<file path="src/rtl/bp_pkg.sv">
// Shared definitions for the branch predictor and its pipeline-side resolver.
package bp_pkg;

   typedef enum logic [1:0] {
      SNT = 2'd0,
      WNT = 2'd1,
      WT  = 2'd2,
      ST  = 2'd3
   } bp_state_e;

   localparam int DEPTH_DEF = 4;
   localparam int CNT_W_DEF = 16;

endpackage

</file>
<file path="src/rtl/pred_fifo.sv">
// In-order queue of 1-bit predictions; head is the oldest in-flight branch.
module pred_fifo
   import bp_pkg::*;
#(
   parameter int DEPTH = DEPTH_DEF
) (
   input  logic                     clk,
   input  logic                     rst,
   input  logic                     clear_i,
   input  logic                     push_i,
   input  logic                     din_i,
   input  logic                     pop_i,
   output logic                     head_o,
   output logic [$clog2(DEPTH):0]   count_o
);

   localparam int AW = $clog2(DEPTH);

   logic [DEPTH-1:0] mem_q, mem_d;
   logic [AW-1:0]    wr_ptr_q, wr_ptr_d;
   logic [AW-1:0]    rd_ptr_q, rd_ptr_d;
   logic [AW:0]      count_q, count_d;

   // Pointers wrap naturally because DEPTH is a power of two.
   always_comb begin
      mem_d    = mem_q;
      wr_ptr_d = wr_ptr_q;
      rd_ptr_d = rd_ptr_q;
      count_d  = count_q;
      if (clear_i) begin
         wr_ptr_d = '0;
         rd_ptr_d = '0;
         count_d  = '0;
      end else begin
         if (push_i) begin
            mem_d[wr_ptr_q] = din_i;
            wr_ptr_d        = wr_ptr_q + 1'b1;
         end
         if (pop_i) begin
            rd_ptr_d = rd_ptr_q + 1'b1;
         end
         case ({push_i, pop_i})
            2'b10:   count_d = count_q + 1'b1;
            2'b01:   count_d = count_q - 1'b1;
            default: count_d = count_q;
         endcase
      end
   end

   always_ff @(posedge clk) begin
      if (rst) begin
         mem_q    <= '0;
         wr_ptr_q <= '0;
         rd_ptr_q <= '0;
         count_q  <= '0;
      end else begin
         mem_q    <= mem_d;
         wr_ptr_q <= wr_ptr_d;
         rd_ptr_q <= rd_ptr_d;
         count_q  <= count_d;
      end
   end

   assign head_o  = mem_q[rd_ptr_q];
   assign count_o = count_q;

endmodule

</file>
<file path="src/rtl/branch_resolver.sv">
// Issues prediction requests for fetched branches, queues the returned predictions
// and resolves them in order against execute-stage outcomes.
module branch_resolver
   import bp_pkg::*;
#(
   parameter int DEPTH = DEPTH_DEF,
   parameter int CNT_W = CNT_W_DEF
) (
   input  logic                     clk,
   input  logic                     rst,
   input  logic                     br_valid,
   output logic                     br_ready,
   input  logic                     resolve_valid,
   input  logic                     resolve_taken,
   input  logic                     flush,
   output logic                     request,
   input  logic                     prediction,
   output logic                     result,
   output logic                     taken,
   output logic                     pred_valid,
   output logic                     pred_taken,
   output logic                     mispredict,
   output logic [$clog2(DEPTH):0]   inflight,
   output logic [CNT_W-1:0]         branch_count,
   output logic [CNT_W-1:0]         mispred_count,
   output logic                     underflow_err
);

   localparam int IW = $clog2(DEPTH) + 1;

   logic             pending_q, pending_d;
   logic             result_q, result_d;
   logic             taken_q, taken_d;
   logic             mispredict_q, mispredict_d;
   logic             underflow_q, underflow_d;
   logic [CNT_W-1:0] branch_cnt_q, branch_cnt_d;
   logic [CNT_W-1:0] mispred_cnt_q, mispred_cnt_d;

   logic          fifo_head;
   logic [IW-1:0] fifo_count;
   logic          accept, capture, pop, has_entry, mismatch;

   // A reserved-but-uncaptured slot counts as occupied; ready depends on state only.
   assign inflight  = fifo_count + IW'(pending_q);
   assign br_ready  = (inflight < IW'(DEPTH));
   assign has_entry = (fifo_count != '0);
   assign accept    = br_valid & br_ready & ~flush & ~rst;
   assign capture   = pending_q & ~flush & ~rst;
   assign pop       = resolve_valid & has_entry & ~flush & ~rst;
   assign mismatch  = fifo_head ^ resolve_taken;

   pred_fifo #(.DEPTH(DEPTH)) u_fifo (
      .clk     (clk),
      .rst     (rst),
      .clear_i (flush),
      .push_i  (capture),
      .din_i   (prediction),
      .pop_i   (pop),
      .head_o  (fifo_head),
      .count_o (fifo_count)
   );

   always_comb begin
      pending_d     = accept;
      result_d      = pop;
      taken_d       = pop & resolve_taken;
      mispredict_d  = pop & mismatch;
      underflow_d   = underflow_q | (resolve_valid & ~has_entry & ~flush);
      branch_cnt_d  = branch_cnt_q;
      mispred_cnt_d = mispred_cnt_q;
      if (pop && (branch_cnt_q != '1)) begin
         branch_cnt_d = branch_cnt_q + 1'b1;
      end
      if (pop && mismatch && (mispred_cnt_q != '1)) begin
         mispred_cnt_d = mispred_cnt_q + 1'b1;
      end
   end

   always_ff @(posedge clk) begin
      if (rst) begin
         pending_q     <= 1'b0;
         result_q      <= 1'b0;
         taken_q       <= 1'b0;
         mispredict_q  <= 1'b0;
         underflow_q   <= 1'b0;
         branch_cnt_q  <= '0;
         mispred_cnt_q <= '0;
      end else begin
         pending_q     <= pending_d;
         result_q      <= result_d;
         taken_q       <= taken_d;
         mispredict_q  <= mispredict_d;
         underflow_q   <= underflow_d;
         branch_cnt_q  <= branch_cnt_d;
         mispred_cnt_q <= mispred_cnt_d;
      end
   end

   assign request       = accept;
   assign pred_valid    = capture;
   assign pred_taken    = capture & prediction;
   assign result        = result_q;
   assign taken         = taken_q;
   assign mispredict    = mispredict_q;
   assign branch_count  = branch_cnt_q;
   assign mispred_count = mispred_cnt_q;
   assign underflow_err = underflow_q;

endmodule
</file>
<file path="config.mk">
export PLATFORM = sky130hd
export DESIGN_NAME = branch_resolver
export DESIGN_NICKNAME = d
export VERILOG_FILES = /design/src/rtl/bp_pkg.sv /design/src/rtl/pred_fifo.sv /design/src/rtl/branch_resolver.sv
export SDC_FILE = /design/constraint.sdc
export NUM_CORES = 1
export LEC_CHECK = 0
export CAP_MARGIN = 30
export CORE_MARGIN = 3
export CORE_UTILIZATION = 50
export CTS_CLUSTER_DIAMETER = 200
export DETAILED_ROUTE_END_ITERATION = 16
export HOLD_SLACK_MARGIN = 0.02
export PLACE_DENSITY = 0.79
export SLEW_MARGIN = 20
export SYNTH_ARGS = -nofsm -noshare
export SYNTH_HDL_FRONTEND = slang
export SYNTH_SLANG_ARGS = --single-unit
</file>
<file path="constraint.sdc">
create_clock -name clk -period 4.1 [get_ports clk]
set_input_delay 1.23 -clock clk [delete_from_list [all_inputs] [get_ports clk]]
set_output_delay 1.23 -clock clk [all_outputs]
set_load 0.1 [all_outputs]
</file>
### Word-level counts from Yosys, hierarchy flattened

Index checks and enable logic that the tools add are counted.

| word-level totals | value |
|---|---|
| bits in registers | 48 |
| bits of input ports | 7 |
| output and inout bits | 43 |
| word-level logic and storage cells | 58 |

| operators by class | value |
|---|---|
| add/sub/neg operators | 7 |
| $lt $le $gt $ge | 4 |
| equal/unequal tests | 4 |
| multiplexer cells | 6 |
| bitwise gates (word level) | 18 |
| reduce and logical (&&, ||, !) cells | 8 |

Operators by type and width:

| kind | number |
|---|---|
| 16-bit by 1-bit adder with 16-bit output, second input constant | 2 |
| 16-bit inequality test, second input constant | 2 |
| 1-bit AND | 13 |
| 2-bit by 3-bit less-than comparator with 1-bit output, second input constant | 2 |
| 3-bit case mux with 2 select lines | 1 |
| 2-bit by 1-bit adder with 2-bit output, second input constant | 2 |
| 4-bit bitwise mux | 1 |
| 1-bit logical AND | 4 |
| 3-bit by 1-bit adder with 3-bit output | 1 |
| 3-bit by 1-bit adder with 3-bit output, second input constant | 1 |
| 3-bit less-than comparator, second input constant | 1 |
| 1-bit inverter | 3 |
| 3-bit nonzero test | 1 |
| 3-bit by 1-bit subtractor with 3-bit output, second input constant | 1 |
| 1-bit binary-select mux with 2-bit select | 1 |
| 1-bit demux with 2-bit select | 1 |
| 2-bit by 1-bit == test with 1-bit output, second input constant | 1 |
| 2-bit == test, second input constant | 1 |
| 2-bit by 1-bit >= comparator with 1-bit output, second input constant | 1 |
| 1-bit two-way mux | 2 |
| 2-bit AND reduction | 1 |
| 2-bit nonzero test | 1 |
| 2-bit OR reduction | 1 |
| 1-bit bitwise OR | 1 |
| 1-bit bitwise XOR | 1 |

### Longest topological paths before layout

Gate-level depths: netlist (run 1).

| logic depth | value |
|---|---|
| word-level depth | 6 |
| depth in mapped cells | 11 |
| mapped depth without buffers | 9 |

### Modules after synthesis

From an unflattened synthesis (run 1), not the netlist that was laid out.

| unflattened totals | value |
|---|---|
| cell total of the unflattened synthesis | 258 |
| area, all modules | 2356.0 um^2 |

Modules (own cells, without submodules):

| module | times used | cells an instance | area each (um^2) | seq. area each (um^2) |
|---|---|---|---|---|
| branch_resolver | 1 | 205 | 1813.0 | 740.7 |
| pred_fifo | 1 | 53 | 543.0 | 220.2 |

### Worst setup path before layout (run 1)

Ideal clock, no wire load.

| path | value |
|---|---|
| kind | reg-to-output |
| from | register pending_q |
| to | output port inflight[2] |
| arrival | 3431 ps |
| required time | 2870 ps |
| slack | -561 ps |
| cell stages (with the launch flop) | 5 |
| path buffers | 0 |
| path through | dfxtp_1 > ha_1 > ha_1 > xnor2_1 > inv_1 |

| between the ends | value |
|---|---|
| word-level cells in the longest chain between the ends | 1 |

RTL lines:

| element | RTL line | text |
|---|---|---|
| start: declaration | branch_resolver.sv:31 | `logic pending_q, pending_d;` |
| start signal: assignment | branch_resolver.sv:89 | `pending_q <= pending_d;` |
| 3-bit by 1-bit adder with 3-bit output | branch_resolver.sv:44 | `assign inflight = fifo_count + IW'(pending_q);` |
| end: declaration | branch_resolver.sv:23 | `output logic [$clog2(DEPTH):0] inflight,` |

No other way between the ends.

### Worst setup path after layout (run 1)

| path | value |
|---|---|
| from | input port rst |
| to | output port pred_valid |

| between the ends | value |
|---|---|
| word-level cells in the longest chain between the ends | 2 |

RTL lines:

| element | RTL line | text |
|---|---|---|
| start: declaration | branch_resolver.sv:10 | `input logic rst,` |
| 1-bit inverter | branch_resolver.sv:48 | `assign capture = pending_q & ~flush & ~rst;` |
| 1-bit AND | branch_resolver.sv:48 |  |
| end: declaration | branch_resolver.sv:20 | `output logic pred_valid,` |

No other way between the ends.

==> results of run 1 <==
worst max-delay path by stage:
stage               from    endpoint  slack [ns]
2_1_floorplan  pending_q     request        0.24
3_3_place_gp         rst  pred_valid        0.42
3_5_place_dp         rst  pred_valid        0.38
4_1_cts              rst  pred_valid        0.37
5_1_grt              rst  pred_valid        0.28
6_report             rst  pred_valid        0.40
Yosys cell counts, types with 7 or more instances:
library cell / n
sky130_fd_sc_hd__ha_1: 9
sky130_fd_sc_hd__nand2_1: 17
sky130_fd_sc_hd__nand3_1: 9
sky130_fd_sc_hd__nor4_1: 13
sky130_fd_sc_hd__nor3_1: 10
sky130_fd_sc_hd__inv_1: 11
sky130_fd_sc_hd__a21oi_1: 7
sky130_fd_sc_hd__xnor2_1: 22
sky130_fd_sc_hd__nor2_1: 42
sky130_fd_sc_hd__mux2i_1: 10
sky130_fd_sc_hd__nand4_1: 7
sky130_fd_sc_hd__dfxtp_1: 48
sky130_fd_sc_hd__clkbuf_1: 8
through the flow:
step	total power, mW	cells	hold WS, ns	cell area (sq um)	worst slack [ns]
3_5_place_dp	0.525	356	0.477	2900	0.379
6_report	0.775	363	0.495	2970	0.399
5_1_grt	0.802	363	0.522	2970	0.276
4_1_cts	0.783	363	0.498	2970	0.370
3_3_place_gp	0.525	356	0.475	2900	0.415
2_1_floorplan	0.509	263	0.455	2340	0.239
logic make-up after synthesis:
kind of cell / count (synthesis) / share of synthesized area
multiplexers: 13 / 0.0638
flip-flops: 48 / 0.412
AND/OR/NAND/NOR: 129 / 0.297
AO/OA/AOI/OAI: 15 / 0.0370
XOR/XNOR: 26 / 0.0975
buffers and inverters: 22 / 0.0364
adder cells (fa/ha/maj): 10 / 0.0568
registers in the layout, indices dropped and copies added (netlist names):
signal	count
result	1
pending_q	1
taken	1
u_fifo.rd_ptr_q	2
branch_count	16
mispredict	1
mispred_count	16
u_fifo.wr_ptr_q	2
u_fifo.mem_q	4
u_fifo.count_o	3
underflow_err	1
layout make-up:
| type | count | area, sq um |
|---|---|---|
| Sequential cell | 48 | 961 |
| Timing Repair Buffer | 52 | 533 |
| Clock buffer | 6 | 72.6 |
| Clock inverter | 1 | 5.00 |
| Fill cell | 377 | 1470 |
| Tap cell | 52 | 65.1 |
| Inverter | 11 | 41.3 |
| Multi-Input combinational cell | 193 | 1300 |
metal layers:
layer,routed length (um),share of wire
met2,2430,0.51
met3,171,0.036
met1,2130,0.44
met4,69,0.014
met5,0,0
worst max-delay path, cell delays in order:
cell                              delay (ns)
sky130_fd_sc_hd__clkdlybuf4s50_1        0.50
sky130_fd_sc_hd__nor2_1                 0.24
sky130_fd_sc_hd__nand2_1                0.11
sky130_fd_sc_hd__inv_1                  0.18
sky130_fd_sc_hd__buf_12                 0.20
cell usage in the layout, fill, tap and decap left out, drive strengths merged, types with 3 or more instances in the layout:
master,netlist,routed
or3,4,4
nor4,13,13
inv,11,11
xnor2,22,22
and3,5,5
nor3b,3,3
nor2,42,42
nand3,9,9
nand4,7,7
o21ai,3,3
nor3,10,10
ha,9,9
clkbuf,8,6
xor2,4,4
a21oi,7,7
nand2,17,17
clkdlybuf4s50,0,42
nor2b,3,3
mux2i,10,10
buf,3,10
dfxtp,48,48
and4,5,5
report_power, final:
group,total (mW),switching [mW],internal [mW]
logic,0.0450,0.0303,0.0147
registers,0.469,0.00164,0.467
clock network,0.261,0.145,0.116
==> results.yml, run 1 <==
global_routing:
  grt_pass1_wl_mm: 7.71
  grt_util_met1: 0.222
  gr-max-usage-layer: "met2"
  largest_net_degree_at_the_start_of_global_routing: 41
  gr-usage-met3: 0.0311
  grt_overflow_total: 0
  antenna_found_initial: 0
  total_global_routing_track_utilization: 0.180
  grt_pass1_vias: 1737
  globalRouteMet2Util: 0.313
worst_setup_path:
  cp_data_arrival_time_ns: 2.47
  rrSetupSlack_ns: 1.58
  rr_endpoint: "mispred_count[13]"
  worstPathMaxFanout: 5
  endpoint_kind: "primary output"
  rr_startpoint: "u_fifo.rd_ptr_q[0]"
  required_ns: 2.87
  r2r.worst_path.cells: 5
  worstSetupStartpointType: "primary input"
  setup.worst_path.class: "primary input to primary output"
floorplan:
  core.rowCount: 24
  core_footprint_sq_um: 4440
  design.die.area_sq_um: 5530
  io_pins: 50
  initial_utilization: 0.525
  die_x_um: 74.3
  die_extent_in_y_um: 74.3
finish:
  layout.nets: 328
  finalCoreUtilization: 0.669
  drive_gt1_frac: 0.0740
  area_growth_pct: 27.4
  n_antenna_cell: 0
timing:
  hold_viol_final: 0
  tns_ns: 0
  timing.fmax_ghz: 0.270
  post-route-period-util: 0.903
  timing_worst_slew_pin_value_ns: 0.971
  final-setup-viol-count: 0
  drv_slew: 0
  layout_min_cycle_time_ns: 3.70
  rsz0062_at_grt: "false"
  maxSlewHeadroom: 0.351
  fin_skew_ns: 0.00654
clock_tree:
  tritoncts_num_sinks: 48
  ctsLongestPathBuffers: 2
  clock_tree.root_cell: "sky130_fd_sc_hd__clkbuf_8"
  cts.reportedPaths.clkPinSlew_ns: 0.08
  hold_buffers: 0
  clock_tree.htree_level_count: 2
  number_of_clock_buffers_inserted_by_tritoncts: 5
  postCtsSetupRepairBufs: 0
  cts_tree: "done"
  clock_latency_ns: 0.30
  post_cts.resized_instances: 0
synth:
  synth_flop_cell: "sky130_fd_sc_hd__dfxtp_1"
  synth_cell_types: 39
  synth_top_area_cell: "sky130_fd_sc_hd__dfxtp_1"
  synthesis.area_per_instance_sq_um: 8.88
  synthDominantCellAreaShare: 0.412
  async_reset_ff_frac: 0
  synth-seq-cells: 48
  mappedNetlistArea_sq_um: 2330
  synth_top_cells_by_area: "sky130_fd_sc_hd__dfxtp_1 41%, sky130_fd_sc_hd__xnor2_1 8.3%, sky130_fd_sc_hd__nor2_1 6.8%, sky130_fd_sc_hd__ha_1 4.8%, sky130_fd_sc_hd__mux2i_1 4.3%"
  synth_nets: 280
  synthCells: 263
  synth_enable_flop_cells: 0
  synth_seq_area_share: 0.412
  synth_warnings: 0
route:
  vias: 1991
  avgViaCountPerCell: 5.48
  drt_iter0_markers: 164
  totalWireLength_mm: 4.80
  wl_per_cell_um: 13.2
  route.detailed.drc: 0
  first_pass_iters: 4
  antenna_violation_net_count_after_detailed_routing: 0
place:
  place_congestion: 0.796
  quantity_of_i_o_buffers_inserted_on_ports: 49
  dpl.hpwl_mm: 3.52
hold_path:
  holdCritPathClass: "flop to flop"
  holdPathEnd: "u_fifo.mem_q[1]"
  hold_path_depth: 2
  min_from: "u_fifo.mem_q[1]"
power_and_ir_drop:
  p_per_area_nw_per_um2: 261
  p_leak_nw: 1.07
  ir_drop_v: 0.000227
run_status:
  status: "finished, final reports clean"
flow_run:
  max_cap_violations: 0
Power figures use the tool's default switching activity.
==> run 2, diff against run 1 <==
CORE_UTILIZATION = 25   (was 50)
PLACE_DENSITY = unset   (was 0.79)
==> results.yml, run 2 (same netlist as run 1, synthesis figures left out) <==
worst_setup_path:
  worstSetupStartpointType: "primary input"
  required_ns: 2.87
  max_stage_delay_ns: 0.48
  setup.worst_path.class: "primary input to primary output"
  worstPathMaxFanout: 5
  cpMaxStageDelayCell: "sky130_fd_sc_hd__clkdlybuf4s50_1"
  cp_data_arrival_time_ns: 2.44
  endpoint_kind: "primary output"
  startpoint: "rst"
  rr_startpoint: "u_fifo.rd_ptr_q[0]"
  critical_path.top_delay_family: "buffers and inverters"
  cp_cell_sequence: "clkdlybuf4s50_1, nor2_1, nand2_1, inv_1, buf_12"
  path_buf_inv: 3
floorplan:
  die_extent_in_y_um: 103
  die_x_um: 103
  core_footprint_sq_um: 8890
  core.rowCount: 34
  design.die.area_sq_um: 10500
  initial_utilization: 0.263
  io_pins: 50
clock_tree:
  postCtsSetupRepairBufs: 0
  clock_tree.root_cell: "sky130_fd_sc_hd__clkbuf_8"
  cts_tree: "done"
  hold_buffers: 0
  cts.reportedPaths.clkPinSlew_ns: 0.09
  post_cts.resized_instances: 0
  number_of_clock_buffers_inserted_by_tritoncts: 5
  tritoncts_num_sinks: 48
  clock_latency_ns: 0.30
  clock_tree.htree_level_count: 2
  ctsLongestPathBuffers: 2
global_routing:
  grt_util_met1: 0.145
  gr-usage-met3: 0.0284
  total_global_routing_track_utilization: 0.109
  grt_overflow_total: 0
  largest_net_degree_at_the_start_of_global_routing: 40
  gr-max-usage-layer: "met2"
  antenna_found_initial: 0
  grt_pass1_wl_mm: 9.27
  globalRouteMet2Util: 0.179
  grt_pass1_vias: 1879
finish:
  mostFrequentLayoutCell: "sky130_fd_sc_hd__dfxtp_1"
  finalInstanceArea_sq_um: 3090
  ff_latch_area_sq_um: 961
  area_growth_pct: 32.2
  drive_gt1_frac: 0.0897
  layout.nets: 328
  multi_input_area_sq_um: 1300
  num-fill-cells: 893
  finalCoreUtilization: 0.347
  layout.cells.most_common_list: "48 x sky130_fd_sc_hd__dfxtp_1, 42 x sky130_fd_sc_hd__nor2_1, 39 x sky130_fd_sc_hd__clkdlybuf4s50_1"
  n_antenna_cell: 0
timing:
  final-setup-viol-count: 0
  tns_ns: 0
  drv_slew: 0
  maxSlewHeadroom: 0.332
  fin_hold_ws_ns: 0.487
  timing_worst_slew_pin_value_ns: 0.999
  layout_min_cycle_time_ns: 3.67
  hold_viol_final: 0
  fin_skew_ns: 0.0112
  post-route-period-util: 0.895
  timing.fmax_ghz: 0.273
  rsz0062_at_grt: "false"
place:
  place_congestion: 0.766
  dpl.hpwl_mm: 4.07
  quantity_of_i_o_buffers_inserted_on_ports: 49
  dpl_cell_area_sq_um: 2960
route:
  antenna_violation_net_count_after_detailed_routing: 0
  drt_iter0_markers: 56
  totalWireLength_mm: 5.61
  wl_per_cell_um: 13.4
  avgViaCountPerCell: 4.78
  vias: 2007
  route.detailed.drc: 0
  first_pass_iters: 4
power_and_ir_drop:
  p_total_mw: 0.883
  ir_drop_v: 0.000160
  p_leak_nw: 1.10
  p_per_area_nw_per_um2: 286
flow_run:
  max_cap_violations: 0
hold_path:
  holdCritPathClass: "flop to flop"
  min_from: "underflow_err"
run_status:
  status: "finished, final reports clean"
## run 2: cell count changes in the layout (fill, tap and decap cells not counted)
cell,previous run,this run
sky130_fd_sc_hd__buf_4,7,10
sky130_fd_sc_hd__clkdlybuf4s50_1,42,39
sky130_fd_sc_hd__clkbuf_8,5,7
sky130_fd_sc_hd__bufinv_16,0,1
sky130_fd_sc_hd__clkbuf_1,1,0
sky130_fd_sc_hd__clkinv_2,1,0
## run 2: final timing paths
kind	endpoint	slack, ns	depth (start not counted)
hold reg to reg	underflow_err	0.49	2
setup / recovery	pred_valid	0.43	5
setup reg to reg	mispred_count[15]	1.59	5
hold / removal	underflow_err	0.49	2
## run 2: final cells by class
| class | count | area share |
|---|---|---|
| clock inverter | 1 | 0.00973 |
| timing repair buffer | 52 | 0.170 |
| sequential | 48 | 0.311 |
| multi-input combinational | 193 | 0.420 |
| tap | 108 | 0.0438 |
| clock buffer | 7 | 0.0312 |
| inverter | 11 | 0.0134 |
## run 2: power by group
group	internal (mW)	leakage, nW	switching [mW]
Sequential	0.467	0.387	0.00164
Clock	0.215	0.0645	0.153
Combinational	0.0147	0.650	0.0310
Total	0.697	1.10	0.186
## run 2: per-stage QoR
stage | std cells | setup WS [ns]
2_1_floorplan | 263 | 0.239
3_3_place_gp | 412 | 0.456
3_5_place_dp | 412 | 0.420
4_1_cts | 420 | 0.424
5_1_grt | 420 | 0.283
6_report | 420 | 0.431
## run 2: tightest hold or removal path, delay by kind of cell (launching register included)
family / cells / cell delay, ns
AO/OA/AOI/OAI: 1 / 0.04
AND/OR/NAND/NOR: 1 / 0.07
flip-flops: 1 / 0.34
## run 2: layer usage
layer  vias to the layer above  part of all wire
li1                       1010                 -
met1                       931              0.47
met2                        62              0.47
met3                         4             0.055
met4                         0            0.0036
met5                         -                 0
